## src/rtl/unidade_controle.sv

```systemverilog
// Multicycle control unit: FETCH/DECODE/EXECUTE/MEMORY/WRITEBACK sequencer with retirement counter.
// Optional conditional-branch support is enabled by defining BRANCH_EN.
`timescale 1ns/1ps

// state     | meaning
// IDLE      | waiting for start
// FETCH     | IR load pulse
// DECODE    | fields valid on opcode/funct3/funct7, latched on exit
// EXECUTE   | ULA operation driven from latched fields
// MEMORY    | load access, or store write + retire
// WRITEBACK | register-file write + retire
// HALT      | stopped until reset (ECALL or illegal encoding)
module unidade_controle (
  input  logic        clock,
  input  logic        reset,
  input  logic        start,
  input  logic [6:0]  opcode,
  input  logic [2:0]  funct3,
  input  logic [6:0]  funct7,
  input  logic        flag,
  output logic        ir_enable,
  output logic        pc_enable,
  output logic        reg_we,
  output logic        mem_we,
  output logic        sinalMux1,
  output logic        sinalMux4,
  output logic [1:0]  sinalMux2,
  output logic [3:0]  alu_ctrl,
  output logic        pc_sel,
  output logic        done,
  output logic        illegal,
  output logic [15:0] instr_count
);

  typedef enum logic [2:0] {
    IDLE, FETCH, DECODE, EXECUTE, MEMORY, WRITEBACK, HALT
  } state_t;

  typedef enum logic [3:0] {
    I_ADD, I_SUB, I_ADDI, I_LOAD, I_STORE, I_JAL, I_BRANCH, I_ECALL, I_ILLEGAL
  } instr_t;

  localparam logic [3:0] ALU_ADD = 4'b0010;
  localparam logic [3:0] ALU_SUB = 4'b0110;

  state_t      state, state_n;
  instr_t      cls_in, cls_q;
  logic [6:0]  op_q;
  logic [2:0]  f3_q;
  logic [6:0]  f7_q;
  logic        illegal_q;

  function automatic instr_t classify(input logic [6:0] op, input logic [2:0] f3,
                                      input logic [6:0] f7);
    instr_t c;
    c = I_ILLEGAL;
    case (op)
      7'b0110011: begin
        if (f3 == 3'b000 && f7 == 7'b0000000)      c = I_ADD;
        else if (f3 == 3'b000 && f7 == 7'b0100000) c = I_SUB;
      end
      7'b0010011: if (f3 == 3'b000) c = I_ADDI;
      7'b0000011: c = I_LOAD;
      7'b0100011: c = I_STORE;
      7'b1101111: c = I_JAL;
      7'b1110011: c = I_ECALL;
`ifdef BRANCH_EN
      7'b1100011: c = I_BRANCH;
`endif
      default: c = I_ILLEGAL;
    endcase
    return c;
  endfunction

  always_comb begin
    cls_in = classify(opcode, funct3, funct7);
    cls_q  = classify(op_q, f3_q, f7_q);
  end

  always_ff @(posedge clock) begin
    if (reset) begin
      state     <= IDLE;
      op_q      <= 7'd0;
      f3_q      <= 3'd0;
      f7_q      <= 7'd0;
      illegal_q <= 1'b0;
    end else begin
      state <= state_n;
      if (state == DECODE) begin
        op_q      <= opcode;
        f3_q      <= funct3;
        f7_q      <= funct7;
        illegal_q <= (cls_in == I_ILLEGAL);
      end
    end
  end

  always_comb begin
    state_n = state;
    case (state)
      IDLE:      if (start) state_n = FETCH;
      FETCH:     state_n = DECODE;
      DECODE: begin
        if (cls_in == I_ECALL || cls_in == I_ILLEGAL) state_n = HALT;
        else                                          state_n = EXECUTE;
      end
      EXECUTE: begin
        if (cls_q == I_LOAD || cls_q == I_STORE) state_n = MEMORY;
        else if (cls_q == I_BRANCH)              state_n = FETCH;
        else                                     state_n = WRITEBACK;
      end
      MEMORY: begin
        if (cls_q == I_STORE) state_n = FETCH;
        else                  state_n = WRITEBACK;
      end
      WRITEBACK: state_n = FETCH;
      HALT:      state_n = HALT;
      default:   state_n = IDLE;
    endcase
  end

  // Reset masks every output combinationally so no enable escapes on the reset edge.
  always_comb begin
    ir_enable = 1'b0;
    pc_enable = 1'b0;
    reg_we    = 1'b0;
    mem_we    = 1'b0;
    sinalMux1 = 1'b0;
    sinalMux4 = 1'b0;
    sinalMux2 = 2'b00;
    alu_ctrl  = ALU_ADD;
    pc_sel    = 1'b0;
    done      = 1'b0;
    illegal   = 1'b0;
    if (!reset) begin
      if (state == EXECUTE || state == MEMORY || state == WRITEBACK) begin
        case (cls_q)
          I_ADD:    begin sinalMux1 = 1'b1; sinalMux4 = 1'b1; sinalMux2 = 2'b01; end
          I_SUB:    begin alu_ctrl = ALU_SUB; sinalMux1 = 1'b1; sinalMux4 = 1'b1;
                          sinalMux2 = 2'b01; end
          I_ADDI:   begin sinalMux4 = 1'b1; sinalMux2 = 2'b01; end
          I_LOAD:   sinalMux4 = 1'b1;
          I_STORE:  sinalMux4 = 1'b1;
          I_JAL:    begin sinalMux2 = 2'b10; pc_sel = 1'b1; end
          I_BRANCH: begin alu_ctrl = ALU_SUB; sinalMux1 = 1'b1; sinalMux4 = 1'b1;
                          pc_sel = flag; end
          default:  ;
        endcase
      end
      case (state)
        FETCH:     ir_enable = 1'b1;
        EXECUTE:   if (cls_q == I_BRANCH) pc_enable = 1'b1;
        MEMORY:    if (cls_q == I_STORE) begin mem_we = 1'b1; pc_enable = 1'b1; end
        WRITEBACK: begin reg_we = 1'b1; pc_enable = 1'b1; end
        HALT:      begin done = 1'b1; illegal = illegal_q; end
        default:   ;
      endcase
    end
  end

  always_ff @(posedge clock) begin
    if (reset)
      instr_count <= 16'd0;
    else if (pc_enable && instr_count != 16'hFFFF)
      instr_count <= instr_count + 16'd1;
  end

endmodule

```

## config.mk

```make
export PLATFORM = sky130hd
export DESIGN_NAME = unidade_controle
export DESIGN_NICKNAME = d
export VERILOG_FILES = /design/src/rtl/unidade_controle.sv
export SDC_FILE = /design/constraint.sdc
export NUM_CORES = 1
export LEC_CHECK = 0
export CAP_MARGIN = 20
export CORE_MARGIN = 4
export CORE_UTILIZATION = 40
export CTS_BUF_LIST = sky130_fd_sc_hd__clkbuf_8
export CTS_CLUSTER_SIZE = 25
export DETAILED_ROUTE_END_ITERATION = 7
export GPL_TIMING_DRIVEN = 0
export PLACE_DENSITY_LB_ADDON = 0.08
export RECOVER_POWER = 50
export SETUP_SLACK_MARGIN = 0.5
export SLEW_MARGIN = 0
export SYNTH_ARGS = -nofsm -noshare
export SYNTH_HDL_FRONTEND = slang
export SYNTH_SLANG_ARGS = --single-unit
export TNS_END_PERCENT = 1
```

## constraint.sdc

```tcl
create_clock -name clock -period 2.95 [get_ports clock]
set_clock_uncertainty 0.1 [all_clocks]
set_input_delay 0.59 -clock clock [delete_from_list [all_inputs] [get_ports clock]]
set_output_delay 0.59 -clock clock [all_outputs]
set_load 0.1 [all_outputs]
```

==> results.cfg <==
[grt]
grt_pass1_vias = 1895
antenna_found_initial = 0
grt_use_total_pct = 17.9
grt_max_degree = 12
overflow = 0
grt_first_pass_wirelength_um = 8920

[sta]
setup_viol = 0
setup_ws_ns = 0.0183
finalMaxSlewViolations = 0
relSlewSlack_pct = 22.2
fin_hold_ws_ns = 0.356
setup_tns_ns = 0
timing.fmax_mhz = 341
tightest_slew_ns = 1.17
finalCritPeriodShare_pct = 99.4
rsz0062_at_grt = yes
finalCriticalPeriod_ns = 2.93
hold_violations = 0

[die]
die_w_um = 78.8
start_util_pct = 41.9
std_cell_rows = 25
chipHeight_um = 78.8
coreArea_um2 = 4790
dieArea_um2 = 6200
ios = 52

[critical_path]
setup.worst_path.class = register to output port
path_cells = clkbuf_8 > nor3b_4 > a31oi_4 > or3b_4 > a221o_1 > a311oi_4 > buf_12
cp_max_fo = 2
cpPeakStageDelay_ns = 0.41
cp.required_ns = 2.26
critPathCaptureType = output port
crit_path_start_kind = register
arrival_ns = 2.24
slowest_stage = or3b_4

[cts]
cts_tree = done
path_clk_slew_ns = 0.07
cts-buffers-inserted = 5
clk-insertion-delay-late_ns = 0.29
root_buffer = clkbuf_8
clock_path_buffers = 2
clock_sinks = 37
cts-htree-levels = 2
holdBufCountCts = 0

[route]
drt-total-wl_um = 5420
vias = 2089
routedWlPerCell_um = 14.1
drc = 0
vias_per_cell = 5.43
first_iter_violations = 101
firstDrtPassIters = 4
drt.antenna.violating_nets = 0

[power_and_ir_drop]
p_sw_mw = 0.362
power_leakage_nw = 1.12
power.density_nw_per_um2 = 407
seq_power_share_pct = 47.3
power_switching_share_pct = 31.2
pwr-share-comb_pct = 24.0
p_int_mw = 0.796
power_mw = 1.16
ir_worst_vdd_v = 0.000290
clock_power_share_pct = 28.7

[cells_and_area]
fin_nets = 339
fill_cells = 476
regArea_um2 = 751
syn_to_final_growth_pct = 42.1
multi_input_area_um2 = 1290
antennaDiodeCount = 0
drive_gt1_share_pct = 21.4

[place]
place.gp.congestion = 0.806
dp_slack_ns = -1.46
dp_hpwl_um = 3910
port_buffers = 47

[logic_synthesis]
ys_types = 53
yosysSeqAreaShare_pct = 37.0
ys_ff_latch = 37
synth_common_cells = nand2_1 (50), dfxtp_1 (37), a21oi_1 (27)
yosysWarnings = 0
synthFlopType = dfxtp_1
synth.avg_cell_area_um2 = 7.86
async_flop_share_pct = 0
synth_edf_count = 0
syn_inst = 255
synth_top_area_share_pct = 37.0
synth_top_cell_by_area = dfxtp_1
synth_area_um2 = 2000
synth_area_leaders = dfxtp_1 (37%), nand2_1 (9.4%), a21oi_1 (6.7%), nor2_1 (3.9%), xnor2_1 (3.1%)
post-synth-top-count-cell = nand2_1

[outcome]
status = completed

[min_path]
hp-class = register to register

[job]
drv_cap = 0
[routing by layer]
layer / track usage (%) / share of wire, % / up-vias
met5: 0 / 0 / -
met4: 6.99 / 1.2 / 0
met3: 4.20 / 7.0 / 7
met2: 27.1 / 45 / 65
met1: 24.5 / 47 / 978
li1: - / - / 1039
[kinds of logic after synthesis]
group | synth area share (%)
other | 0.375
buffers and inverters | 4.25
AND/OR/NAND/NOR | 35.3
AO/OA/AOI/OAI | 17.4
adder cells (fa/ha/maj) | 0.625
XOR/XNOR | 3.06
flip-flops | 37.0
multiplexers | 2.06
[final timing paths]
kind              slack [ns]        endpoint  cells past startpoint  startpoint
setup reg to reg        0.57  instr_count[8]                      5     op_q[6]
setup / recovery        0.02     alu_ctrl[2]                      7    state[1]
hold / removal          0.36         f7_q[4]                      2     f7_q[4]
hold reg to reg         0.36         f7_q[4]                      2     f7_q[4]
[power by group through the flow]
stage	clock network, mW	logic, mW	registers [mW]
final	0.332	0.278	0.547
after global routing	0.368	0.305	0.550
after CTS	0.348	0.272	0.546
after detailed placement	0	0.247	0.555
after global placement	0	0.245	0.554
after floorplan	0	0.175	0.553
[sequential cells by signal (all words and copies together), names as in the netlist]
name and count:
instr_count 16, f7_q 7, op_q 7, f3_q 3
state 3, illegal_q 1
[stage by stage]
stage          instance area (um2)  cells  utilization [%]
5_1_grt                       2850    385             59.5
2_1_floorplan                 2080    256                -
6_report                      2850    385             59.5
3_3_place_gp                  2630    370             55.0
4_1_cts                       2870    385             59.9
3_5_place_dp                  2630    370             55.0
[worst max-delay path, delay by kind of cell, from the launching register on]
| kind | cells | cell delay [ns] |
|---|---|---|
| flip-flops | 1 | 0.31 |
| buffers and inverters | 2 | 0.34 |
| AND/OR/NAND/NOR | 2 | 0.65 |
| AO/OA/AOI/OAI | 3 | 0.64 |
[cell usage in the layout (no fill, tap or decap), types with 3 or more instances in the layout]
| cell type | Yosys | routed |
|---|---|---|
| nor3_1 | 9 | 5 |
| xnor2_1 | 7 | 7 |
| nand2_1 | 50 | 49 |
| nor4_1 | 6 | 7 |
| clkbuf_8 | 0 | 6 |
| nand4_1 | 8 | 8 |
| buf_12 | 0 | 4 |
| nand3_1 | 12 | 12 |
| dlymetal6s2s_1 | 0 | 7 |
| nor3_2 | 0 | 3 |
| nor2_1 | 21 | 19 |
| buf_6 | 0 | 7 |
| and4_1 | 4 | 4 |
| dfxtp_2 | 0 | 5 |
| inv_1 | 4 | 4 |
| buf_4 | 3 | 10 |
| clkbuf_1 | 10 | 15 |
| dfxtp_1 | 37 | 31 |
| a21oi_1 | 27 | 25 |
| clkdlybuf4s50_1 | 0 | 18 |
| a31oi_1 | 6 | 5 |
| mux2i_1 | 3 | 3 |
| conb_1 | 2 | 3 |
[area by class of cell]
type,count,share of cell area (%)
multi-input combinational,200,45.4
sequential,37,26.4
inverter,4,0.527
buffer,15,3.25
clock buffer,5,2.42
timing repair buffer,54,18.6
tap,67,2.95
clock inverter,3,0.484
[timing repair]
| action | 4_1_cts | 5_1_grt |
|---|---|---|
| buffers inserted | 7 | 0 |
| endpoints found under the setup margin | 35 | 34 |
| pin swaps | 4 | 3 |
| resized for setup | 83 | 68 |
Note: power is estimated with default switching activity, not from simulation.
